--- config.mk ---
export PLATFORM = sky130hd
export DESIGN_NAME = crc_sched
export DESIGN_NICKNAME = d
export VERILOG_FILES = /design/src/rtl/crc_sched.sv
export SDC_FILE = /design/constraint.sdc
export NUM_CORES = 1
export LEC_CHECK = 0
export CAP_MARGIN = 20
export CORE_UTILIZATION = 30
export DETAILED_ROUTE_END_ITERATION = 7
export PLACE_DENSITY_LB_ADDON = 0.12
export SLEW_MARGIN = 25
export SYNTH_ARGS = -nofsm -noshare
export SYNTH_HDL_FRONTEND = slang
export SYNTH_SLANG_ARGS = --single-unit
--- constraint.sdc ---
create_clock -name i_clk50m -period 5.6 [get_ports i_clk50m]
set_input_delay 1.12 -clock i_clk50m [delete_from_list [all_inputs] [get_ports i_clk50m]]
set_output_delay 1.12 -clock i_clk50m [all_outputs]
set_load 0.02 [all_outputs]
--- src/rtl/crc_sched.sv ---
`timescale 1ns/1ps
// crc_sched: round-robin scheduler that lets two requesters share one memory read
// port and one CRC engine, walking each job's address range and capturing the result.
module crc_sched (
    input  logic        i_clk50m,
    input  logic        i_rst_n,
    input  logic [1:0]  i_req_start,
    input  logic [9:0]  i_req0_base,
    input  logic [9:0]  i_req1_base,
    input  logic [10:0] i_req0_len,
    input  logic [10:0] i_req1_len,
    input  logic [15:0] i_crc_val,
    output logic [1:0]  o_req_ack,
    output logic [9:0]  o_mem_addr_out,
    output logic        o_crc_clr,
    output logic        o_crc_en,
    output logic [15:0] o_crc_res,
    output logic        o_crc_id,
    output logic        o_crc_rdy,
    output logic        o_crc_err,
    output logic        o_busy
);

    typedef enum logic [2:0] {
        S_IDLE,
        S_CLR,
        S_READ,
        S_WAIT,
        S_DONE
    } state_t;

    state_t      r_state;
    state_t      w_state_next;

    logic        r_rr_last;
    logic        r_job_id;
    logic        r_job_err;
    logic [10:0] r_remain;
    logic [9:0]  r_addr;
    logic [1:0]  r_ack;
    logic        r_clr;
    logic        r_en;
    logic        r_rdy;
    logic        r_err_out;
    logic        r_busy;
    logic [15:0] r_res;
    logic        r_res_id;

    logic        w_rr_next;
    logic        w_job_id_next;
    logic        w_job_err_next;
    logic [10:0] w_remain_next;
    logic [9:0]  w_addr_next;
    logic [1:0]  w_ack_next;
    logic        w_clr_next;
    logic        w_en_next;
    logic        w_rdy_next;
    logic        w_err_out_next;
    logic [15:0] w_res_next;
    logic        w_res_id_next;

    logic        w_gnt_id;
    logic [9:0]  w_gnt_base;
    logic [10:0] w_gnt_len;
    logic        w_len_ok;

    // Contention goes to whoever was not granted last; a lone requester always wins.
    always_comb begin
        if (i_req_start == 2'b11) begin
            w_gnt_id = ~r_rr_last;
        end else begin
            w_gnt_id = i_req_start[1];
        end
        w_gnt_base = w_gnt_id ? i_req1_base : i_req0_base;
        w_gnt_len  = w_gnt_id ? i_req1_len  : i_req0_len;
        w_len_ok   = (w_gnt_len != 11'd0) && (w_gnt_len <= 11'd1024);
    end

    always_comb begin
        w_state_next   = r_state;
        w_rr_next      = r_rr_last;
        w_job_id_next  = r_job_id;
        w_job_err_next = r_job_err;
        w_remain_next  = r_remain;
        w_addr_next    = r_addr;
        w_ack_next     = 2'b00;
        w_clr_next     = 1'b0;
        w_en_next      = 1'b0;
        w_rdy_next     = 1'b0;
        w_err_out_next = 1'b0;
        w_res_next     = r_res;
        w_res_id_next  = r_res_id;

        case (r_state)
            S_IDLE: begin
                if (i_req_start != 2'b00) begin
                    w_rr_next      = w_gnt_id;
                    w_job_id_next  = w_gnt_id;
                    w_ack_next     = w_gnt_id ? 2'b10 : 2'b01;
                    w_job_err_next = ~w_len_ok;
                    if (w_len_ok) begin
                        w_state_next  = S_CLR;
                        w_clr_next    = 1'b1;
                        w_addr_next   = w_gnt_base;
                        w_remain_next = w_gnt_len;
                    end else begin
                        // Illegal length: skip straight to the result handshake.
                        w_state_next = S_WAIT;
                    end
                end
            end
            S_CLR: begin
                w_state_next = S_READ;
                w_en_next    = 1'b1;
                w_addr_next  = r_addr + 10'd1;
            end
            S_READ: begin
                w_remain_next = r_remain - 11'd1;
                if (r_remain == 11'd1) begin
                    w_state_next = S_WAIT;
                end else begin
                    w_en_next   = 1'b1;
                    w_addr_next = r_addr + 10'd1;
                end
            end
            S_WAIT: begin
                w_state_next   = S_DONE;
                w_rdy_next     = 1'b1;
                w_err_out_next = r_job_err;
                w_res_id_next  = r_job_id;
                if (!r_job_err) begin
                    w_res_next = i_crc_val;
                end
            end
            S_DONE: begin
                w_state_next = S_IDLE;
            end
            default: begin
                w_state_next = S_IDLE;
            end
        endcase
    end

    always_ff @(posedge i_clk50m or negedge i_rst_n) begin
        if (!i_rst_n) begin
            r_state   <= S_IDLE;
            r_rr_last <= 1'b1;
            r_job_id  <= 1'b0;
            r_job_err <= 1'b0;
            r_remain  <= 11'd0;
            r_addr    <= 10'd0;
            r_ack     <= 2'b00;
            r_clr     <= 1'b0;
            r_en      <= 1'b0;
            r_rdy     <= 1'b0;
            r_err_out <= 1'b0;
            r_busy    <= 1'b0;
            r_res     <= 16'd0;
            r_res_id  <= 1'b0;
        end else begin
            r_state   <= w_state_next;
            r_rr_last <= w_rr_next;
            r_job_id  <= w_job_id_next;
            r_job_err <= w_job_err_next;
            r_remain  <= w_remain_next;
            r_addr    <= w_addr_next;
            r_ack     <= w_ack_next;
            r_clr     <= w_clr_next;
            r_en      <= w_en_next;
            r_rdy     <= w_rdy_next;
            r_err_out <= w_err_out_next;
            r_busy    <= (w_state_next != S_IDLE);
            r_res     <= w_res_next;
            r_res_id  <= w_res_id_next;
        end
    end

    assign o_req_ack      = r_ack;
    assign o_mem_addr_out = r_addr;
    assign o_crc_clr      = r_clr;
    assign o_crc_en       = r_en;
    assign o_crc_res      = r_res;
    assign o_crc_id       = r_res_id;
    assign o_crc_rdy      = r_rdy;
    assign o_crc_err      = r_err_out;
    assign o_busy         = r_busy;

endmodule

# Yosys cells after proc, flatten, opt, wreduce, memory -nomap -nowiden
# Cells that the tools add are included.
# word_totals
regBits	51
latchBits	0
ram_bits	0
romBits	0
in_bits	62
output_inout_bits	34
wordCells	63
n_memories	0
# op_classes
add_sub_neg	2
n_mul	0
n_div	0
n_lt_le_gt_ge	1
n_eq_ne	8
shift	0
n_mux	24
bitwise_logic	3
n_reduce_logical	11
# ops
operator	count
10-bit 2-to-1 mux	4
11-bit 2-to-1 mux	3
10-bit case mux with 3 select lines	1
11-bit case mux with 2 select lines	1
3-bit case mux with 4 select lines	1
11-bit by 1-bit equality test with 1-bit output (second input constant)	1
11-bit less-or-equal comparator (second input constant)	1
11-bit nonzero test	1
11-bit by 1-bit subtractor with 11-bit output (second input constant)	1
10-bit by 1-bit adder with 10-bit output (second input constant)	1
2-bit 2-to-1 mux	4
1-bit 2-to-1 mux	7
3-bit by 2-bit equality test with 1-bit output (second input constant)	2
3-bit 2-to-1 mux	2
2-bit inequality test (second input constant)	3
3-bit nonzero test	2
2-bit AND reduction	2
4-bit AND reduction	1
2-bit nonzero test	2
3-bit by 1-bit equality test with 1-bit output (second input constant)	1
3-bit logical NOT	1
1-bit NOT	3
3-bit AND reduction	1
2-bit equality test (second input constant)	1
other kinds (2)	2

# Depth between registers and ports, before layout
# Gate-level depths: netlist (run 1).
# logic_depth
word_depth	9
depth_mapped	9
ltp_nobuf	8

# Worst setup path after synthesis (run 1)
# No wires, ideal clock.
# synth_path
path_kind	in2reg
from	input i_req1_len[4]
to	register r_addr[4], in the netlist o_mem_addr_out[4]
setup_ns	0.121
t_arrival_ns	2.503
required_time_ns	5.479
path_slack_ns	2.976
cell_stages	6
n_path_buf	0
path_cell_list	nor4_1 nand3_1 o21ai_2 mux2_4 a211o_1 o22a_1
# synth_between
elab_chain_cells	5
elab_cells_between_ends	6
cone_classes	order compare: 1; eq/ne: 1; mux: 1; reduce/logical: 3
# synth_rtl
element	line_no	rtl
from (decl)	11	input logic [10:0] i_req1_len,
11-bit 2-to-1 mux *	75	w_gnt_len = w_gnt_id ? i_req1_len : i_req0_len;
11-bit less-or-equal comparator or 11-bit nonzero test (tied branches)	76	w_len_ok = (w_gnt_len != 11'd0) && (w_gnt_len <= 11'd1024);
1-bit logical AND *	76	
2-bit inequality test (no line) *	n/a	
4-bit AND reduction (no line) *	n/a	
to (signal assigned)	166	r_addr <= w_addr_next;
to (decl)	39	logic [9:0] r_addr;
# Every way passes the cells marked *; elsewhere a longest branch is shown, timed or not.
# A chain may end at the register's enable or synchronous reset.

# Worst setup path after layout (run 1)
# layout_path
from	input i_req_start[0]
to	register r_addr[5], in the netlist o_mem_addr_out[5]
# layout_between
elab_chain_cells	7
elab_cells_between_ends	14
cone_classes	order compare: 1; eq/ne: 3; mux: 6; reduce/logical: 4
# layout_rtl
element	line_no	rtl
from (decl)	7	input logic [1:0] i_req_start,
2-bit equality test	69	if (i_req_start == 2'b11) begin
1-bit 2-to-1 mux	69	
11-bit 2-to-1 mux	75	
11-bit less-or-equal comparator or 11-bit nonzero test (tied branches)	76	
1-bit logical AND	76	
2-bit inequality test (no line)	n/a	
4-bit AND reduction (no line)	n/a	
# Several ways; a longest one is shown, not always the timed one. The select of a mux whose other input is x is not followed.

==> flow_summary.ini, run 1 <==
[worst_setup_path]
endpoint = o_mem_addr_out[5]
critPathTopFamily = compound AO/OA/AOI/OAI gates
reg2reg_slack_ns = 3.13
r2r_end = o_mem_addr_out[5]
cp_slowest_cell = clkdlybuf4s50_1
crit_path_max_incr_delay_ns = 0.55
critical_path_arrival_ns = 3.44
crit_type = input port to register
cp.buffers_inverters = 1
crit_path_max_fanout = 23
cp.depth = 7
startpoint_type = input port
r2r_cells = 5
setup.worst_path.start = i_req_start[0]
critPathCaptureType = register
crit_chain = clkdlybuf4s50_1 -> a21bo_4 -> mux2i_4 -> nor2_1 -> mux2_4 -> a211o_1 -> o22a_1
critical_path_required_ns = 5.80
timing.rr.start = r_remain[6]

[outcome]
status = finished with violations
violations = DRC

[synth]
synth_top_family_by_area = compound AO/OA/AOI/OAI gates
async_flop_share_pct = 100
yosysTopAreaCellShare_pct = 45.1
synth_seq_area_share_pct = 46.1
synth_ff_type = dfrtp_1
synthSimpleGateAreaFrac_pct = 18.6
synth_compound_area_share_pct = 19.5
yosysWarnings = 0
synth_cell_type_count = 46
synthAdderAreaFrac_pct = 1.35
synth-seq-cells = 51
yosysTopAreaCell = dfrtp_1
syn_nets = 353
netlist_instances = 288
muxShareOfSynthArea_pct = 10.8
synth_edf_count = 0
synthTopCellsByCount = 50 x dfrtp_1, 37 x nand2_1, 24 x nor2_1, 20 x a21oi_1, 17 x mux2_2
synth_area_mm2 = 0.00277
synth-xor-area-share_pct = 0.316
synth_most_common_cell = dfrtp_1
synth_area_leaders = dfrtp_1 45%, mux2_2 6.9%, nand2_1 5.0%
avgSynthCellArea_um2 = 9.63

[pwr]
ir_worst_vdd_mv = 0.184
power_mw = 2.10
powerDensity_mw_per_mm2 = 536
leakagePower_nw = 1.59

[routing]
drt_iter0_drc = 131
vias_per_cell = 5.24
wl_per_cell_um = 15.3
via_count = 2561
dr.pass1.iters = 6
drc = 6
antenna_left = 0
routed_wl_um = 7470

[place]
portBuffers = 95
dpl_cell_area_mm2 = 0.00383
dp_cells = 481
hpwl_um = 5510
pre_cts_ws_ns = 2.01
gp_congestion = 0.821

[min_path]
hold_class = register to register

[sta]
max_freq_ghz = 0.308
setup_tns_ns = 0
slew_viol_final = 0
rsz0062_at_grt = false
finClkSkew_ns = 0.0118
worstMarginPinSlew_ns = 0.909
min_period_over_period_pct = 58.0
relSlewSlack_pct = 39.1
worst_slack_ns = 2.35
final-setup-viol-count = 0
worst_hold_slack_ns = 0.493
hold_viol = 0
period_needed_ns = 3.25

[final_layout]
n_fill_cell = 870
fin_area_mm2 = 0.00392
diodes = 0
syn2layout_area_growth_pct = 41.2
layout.nets = 445
drive_above_1_share_pct = 9.97
fin_cells = 489
fin_util_pct = 44.3

[global_routing]
grt_use_total_pct = 16.0
grt_pass1_vias = 2539
grt_overflow = 0
antenna_found_initial = 0
grt_max_degree = 52
grt_pass1_wl_um = 12400

[clock_network]
cts_sinks = 51
clock_latency_ns = 0.31
cts_resized = 0
ctsLongestPathBuffers = 2
clockRootBuffer = clkbuf_8
numCtsBuffers = 5
cts_tree = built
holdBufCountCts = 0
htree_levels = 2
post_cts_buffers = 0
path_clk_slew_ns = 0.10

[die]
die_h_um = 98.2
core-area_mm2 = 0.00885
row_count = 34
initial_core_util_pct = 31.3
die_w_um = 98.2
dieArea_mm2 = 0.00964
io_pins = 96

[job]
drv_cap = 0
## worst reg2reg max path, stage by stage (launching register included)
cell and delay, ns:
dfrtp_1 0.42, nor4_1 0.56, nand3_1 0.32, nor2_1 0.69, a211o_1 0.27, o22a_1 0.16
## placed cells by master (no fill, tap or decap), types with 5 or more instances in the layout
master / instances
a21oi_1: 20
nor2_1: 24
nand3_1: 10
mux2_2: 17
clkdlybuf4s50_1: 94
mux2i_1: 7
inv_1: 7
dfrtp_1: 50
nor4_1: 5
a32oi_1: 10
o22a_1: 11
nand2_1: 37
o21ai_0: 8
nor3_1: 14
clkbuf_8: 5
## state kept, by name, summed over array words and instances, names as in the netlist, 2 cells and up
signal,count
o_mem_addr_out,10
o_req_ack,2
o_crc_res,16
r_state,3
r_remain,11
## worst min-delay path by stage
stage	slack [ns]	to	cells after the start	start
global placement	0.46	r_job_id	1	r_job_id
detailed placement	0.47	r_job_id	1	r_job_id
CTS	0.49	r_job_id	1	r_job_id
finish	0.49	r_job_id	1	r_job_id
global route	0.52	r_job_id	1	r_job_id
floorplan	0.44	r_job_id	1	r_job_id
## cells by family (layout without fill, tap and decap cells)
group                    Yosys count  count (layout)
AND/OR/NAND/NOR                  109             109
adder cells (fa/ha/maj)            3               3
XOR/XNOR                           1               1
multiplexers                      26              26
buffers and inverters             21             114
flip-flops                        51              51
AO/OA/AOI/OAI                     77              77
## layer usage
layer | vias to the layer above | routed length [µm] | global-route usage (%)
met5 | - | 0 | 0
met4 | 0 | 144 | 5.97
met3 | 13 | 362 | 2.43
met2 | 80 | 3660 | 26.7
met1 | 1223 | 3310 | 21.1
li1 | 1245 | - | -
## cell type report
type	count	area, µm²	area share (%)
multi-input combinational	216	1410	36.0
sequential	51	1280	32.6
timing repair buffer	99	976	24.9
tap	108	135	3.45
clock buffer	5	68.8	1.76
inverter	7	26.3	0.671
clock inverter	3	22.5	0.575
## power breakdown
part           internal [mW]  total, mW  switching (mW)  leakage [nW]
Sequential             0.554      0.713           0.159         0.607
Clock                 0.0898      0.219           0.130        0.0485
Combinational          0.561       1.17           0.607         0.934
Note: power is estimated with default switching activity, not from simulation.
==> run 2: changes to the inputs <==
clock period = 3.3 ns   (was 5.6 ns; I/O delays follow)
==> run 2 against run 1 <==
Against the previous run: the flow still finishes with violations (DRC); worst hold slack worse by 0.21 ns; highest routed layer unchanged; via count is 1.7% higher; largest power group unchanged; wire length is 4.3% higher; sequential power is 68% higher; clock power is 100% higher; clock skew is 0.00098 ns higher; setup slack worse by 1.6 ns; sequential share of layout area is 0.46 points lower; critical path depth stayed put; power is 75% higher.
==> flow_summary.ini, run 2 (same netlist as run 1, synthesis figures left out) <==
[routing]
m1WireLength_um = 3540
routed_wl_um = 7790
wl_per_cell_um = 15.7
drc = 6
vias_per_cell = 5.26
drt_iter0_drc = 114
wl_met2_um = 3750
dr.pass1.iters = 6
route.met3.wl_um = 410
via_count = 2605
top_layer = met4
antenna_left = 0

[worst_setup_path]
endpoint = o_mem_addr_out[5]
critical_path_required_ns = 3.50
r2r_cells = 5
setup.worst_path.start = i_req1_len[4]
crit_path_max_fanout = 7
startpoint_type = input port
critPathCaptureType = register
crit_type = input port to register
timing.rr.start = r_remain[6]
reg2reg_slack_ns = 0.82
r2r_end = o_mem_addr_out[5]
critical_path_arrival_ns = 2.78

[final_layout]
largest_reg_flops = 16
fin_util_pct = 44.9
final_common_cell = clkdlybuf4s50_1
syn2layout_area_growth_pct = 43.3
diodes = 0
drive_above_1_share_pct = 11.1
final_cell_mix = 94 x clkdlybuf4s50_1, 50 x dfrtp_1, 37 x nand2_1, 24 x nor2_1, 20 x a21oi_1
n_fill_cell = 890
layout.nets = 451
fin_cells = 495

[clock_network]
htree_levels = 2
cts_sinks = 51
path_clk_slew_ns = 0.10
numCtsBuffers = 5
ctsLongestPathBuffers = 2
post_cts_buffers = 0
clockRootBuffer = clkbuf_8
clock_latency_ns = 0.30
cts_tree = built
holdBufCountCts = 0
cts_resized = 0

[sta]
worstMarginPinSlew_ns = 0.772
hold_viol = 0
finClkSkew_ns = 0.0128
setup_tns_ns = 0
max_freq_ghz = 0.387
rsz0062_at_grt = false
worst_slack_ns = 0.719
slew_viol_final = 0
min_period_over_period_pct = 78.2
final-setup-viol-count = 0
relSlewSlack_pct = 48.3
period_needed_ns = 2.58

[die]
initial_core_util_pct = 31.3
io_pins = 96
die_h_um = 98.2
die_w_um = 98.2
dieArea_mm2 = 0.00964
row_count = 34
core-area_mm2 = 0.00885

[pwr]
leakagePower_nw = 1.63
power_mw = 3.68
powerDensity_mw_per_mm2 = 926
ir_worst_vdd_mv = 0.302

[outcome]
violations = DRC
status = finished with violations

[global_routing]
grt_use_total_pct = 16.4
grt_pass1_wl_um = 12800
grt_overflow = 0
antenna_found_initial = 0
grt_pass1_vias = 2540
grt_max_degree = 33

[min_path]
hold_class = input port to asynchronous set/reset pin

[job]
drv_cap = 0

[place]
pre_cts_ws_ns = 0.390
dp_cells = 487
gp_congestion = 0.819
hpwl_um = 5840
portBuffers = 95
run 2: cell types whose count changed in the layout (fill, tap and decap cells not counted), sizes merged:
| cell | change |
|---|---|
| buf | +6 |
| bufinv | +1 |
| inv | -1 |
run 2: worst min-delay path by stage:
stage,slack [ns],from,to
global placement,0.47,r_job_id,r_job_id
global route,0.30,i_rst_n,o_crc_res[3]
floorplan,0.36,i_rst_n,o_busy
finish,0.28,i_rst_n,o_crc_res[3]
CTS,0.29,i_rst_n,o_crc_res[3]
detailed placement,0.47,r_job_id,r_job_id
run 2: report_power, final:
group          internal, mW  total, mW  leakage (nW)  switching, mW
Combinational         0.980       2.03         0.964           1.06
Sequential            0.940       1.20         0.607          0.263
Clock                 0.226      0.441        0.0581          0.215
run 2: worst max-delay path, stage by stage:
cell and delay [ns]:
clkdlybuf4s50_1 0.43, nor4_1 0.39, nand3_1 0.14, o21ai_2 0.24, mux2_4 0.37, a211o_1 0.31
o22a_1 0.23
run 2: per-layer routing:
metal,up-vias,GRT usage (%)
met3,8,3.01
met5,-,0
met1,1267,22.4
li1,1256,-
met4,0,4.59
met2,74,26.7
run 2: final cells by class:
class                      instances  area, µm²  share of cell area (%)
clock buffer                       5       68.8                    1.73
clock inverter                     3       43.8                    1.10
inverter                           7       26.3                   0.661
multi-input combinational        216       1400                    35.3
sequential                        51       1280                    32.1
tap                              108        135                    3.40
timing repair buffer             105       1020                    25.7
run 2: stage by stage:
step / area [µm²] / hold slack [ns]
floorplan: 2770 / 0.364
global placement: 3860 / 0.468
detailed placement: 3860 / 0.468
CTS: 3970 / 0.291
global route: 3970 / 0.301
finish: 3970 / 0.282
==> run 3: changes to the inputs <==
clock period = 2.2 ns   (was 3.3 ns; I/O delays follow)
==> run 3 against run 2 <==
Against the previous run: the run still ends with DRC left; wire length grew 1.5%; core utilization is 3.3 points higher; sequential share of layout area shrank 2.2 points; largest cell class unchanged.
==> flow_summary.ini, run 3 (same netlist as run 1, synthesis figures left out) <==
[final_layout]
n_fill_cell = 880
largest_reg_flops = 16
drive_above_1_share_pct = 19.8
final_cell_mix = 83 x clkdlybuf4s50_1, 50 x dfrtp_1, 37 x nand2_1, 33 x buf_4, 23 x nor2_1
fin_util_pct = 48.2
final_common_cell = clkdlybuf4s50_1
layout.nets = 478
fin_area_mm2 = 0.00427
diodes = 0
fin_cells = 522
syn2layout_area_growth_pct = 53.9

[clock_network]
cts_sinks = 51
clock_latency_ns = 0.31
path_clk_slew_ns = 0.11
ctsLongestPathBuffers = 2
cts_tree = built
holdBufCountCts = 0
numCtsBuffers = 5
clockRootBuffer = clkbuf_8
htree_levels = 2

[outcome]
status = finished with violations
violations = DRC

[sta]
final-setup-viol-count = 0
worstMarginPinSlew_ns = 0.524
rsz0062_at_grt = true
hold_viol = 0
slew_viol_final = 0
worst_hold_slack_ns = 0.0953
max_freq_ghz = 0.467
relSlewSlack_pct = 64.8
finClkSkew_ns = 0.00936
min_period_over_period_pct = 97.3
period_needed_ns = 2.14

[global_routing]
grt_pass1_wl_um = 13000
grt_pass1_vias = 2711
grt_overflow = 0
grt_max_degree = 52
grt_use_total_pct = 16.9
antenna_found_initial = 0

[worst_setup_path]
critical_path_arrival_ns = 2.36
startpoint_type = input port
crit_path_max_fanout = 4
critical_path_required_ns = 2.42
crit_type = input port to register
critPathCaptureType = register

[place]
dpl_cell_area_mm2 = 0.00408
gp_congestion = 0.806
dp_cells = 511
hpwl_um = 5990
portBuffers = 95

[routing]
vias_per_cell = 5.17
routed_wl_um = 7910
via_count = 2700
drt_iter0_drc = 67
drc = 6
antenna_left = 0
dr.pass1.iters = 6
wl_per_cell_um = 15.1

[die]
dieArea_mm2 = 0.00964
row_count = 34
die_w_um = 98.2
core-area_mm2 = 0.00885
initial_core_util_pct = 31.3
io_pins = 96
die_h_um = 98.2

[pwr]
ir_worst_vdd_mv = 0.484
powerDensity_mw_per_mm2 = 1340
leakagePower_nw = 1.81

[job]
drv_cap = 0

[min_path]
hold_class = input port to asynchronous set/reset pin
[run 3: cell count changes in the layout (fill, tap and decap cells not counted), moves of 3 or more]
cell,previous run,this run
dlygate4sd2_1,0,9
buf_4,10,33
clkdlybuf4s50_1,94,83
buf_12,0,3
[run 3: critical path: stages]
cell and delay, ns:
clkdlybuf4s50_1 0.50, a21bo_4 0.18, buf_4 0.13, nand4_1 0.12, o21ai_2 0.13, buf_4 0.16, mux2i_4 0.26, buf_4 0.15
a21oi_1 0.05, a211oi_1 0.23
[run 3: final cells by class]
type                    instances  area [µm²]  area share, %
multi-input cells             216        1480           34.6
flip-flops and latches         51        1280           29.9
repair buffers                132        1260           29.5
well taps                     108         135           3.17
clock buffers                   5        68.8           1.61
clock inverters                 3        26.3          0.615
inverters                       7        26.3          0.615
[run 3: layer usage]
metal  global-route usage [%]  vias to the layer above  wire, µm
met5                        0                        -         0
met4                     5.17                        0        74
met3                     2.86                        8       381
met2                     29.4                       67      3890
met1                     21.5                     1308      3560
li1                         -                     1317         -
[run 3: through the flow]
stage / setup WS [ns] / power, mW / setup TNS (ns)
floorplan: 0.256 / 3.66 / 0
global placement: -0.497 / 5.02 / -8.95
detailed placement: -0.473 / 5.05 / -8.48
CTS: 0.00982 / 5.67 / 0
global route: -0.0216 / 6.17 / -0.0361
finish: 0.0601 / 5.73 / 0
[run 3: final timing paths]
check                                     from           endpoint  slack (ns)  cells past startpoint
worst min register to register        r_job_id           r_job_id        0.49                      1
worst min-delay path                   i_rst_n       o_crc_res[3]         0.1                      2
max in group asynchronous              i_rst_n          r_rr_last        1.81                      2
worst max-delay path            i_req_start[0]  o_mem_addr_out[2]        0.06                     10
worst max register to register       r_rr_last  o_mem_addr_out[2]        0.13                      9
min in group i_clk50m                 r_job_id           r_job_id        0.49                      1
[run 3: report_power, final]
| part | internal, mW | switching [mW] |
|---|---|---|
| clock | 0.235 | 0.346 |
| combinational | 1.68 | 1.66 |
| sequential | 1.41 | 0.406 |
| total | 3.33 | 2.41 |
[run 3: timing repair]
action | in CTS | in global routing
hold endpoints to repair | 0 | 0
pin swaps | 8 | 5
resized for setup | 14 | 12
endpoints found under the setup margin | 19 | 15
cloned | 0 | 0
buffers inserted | 2 | 1
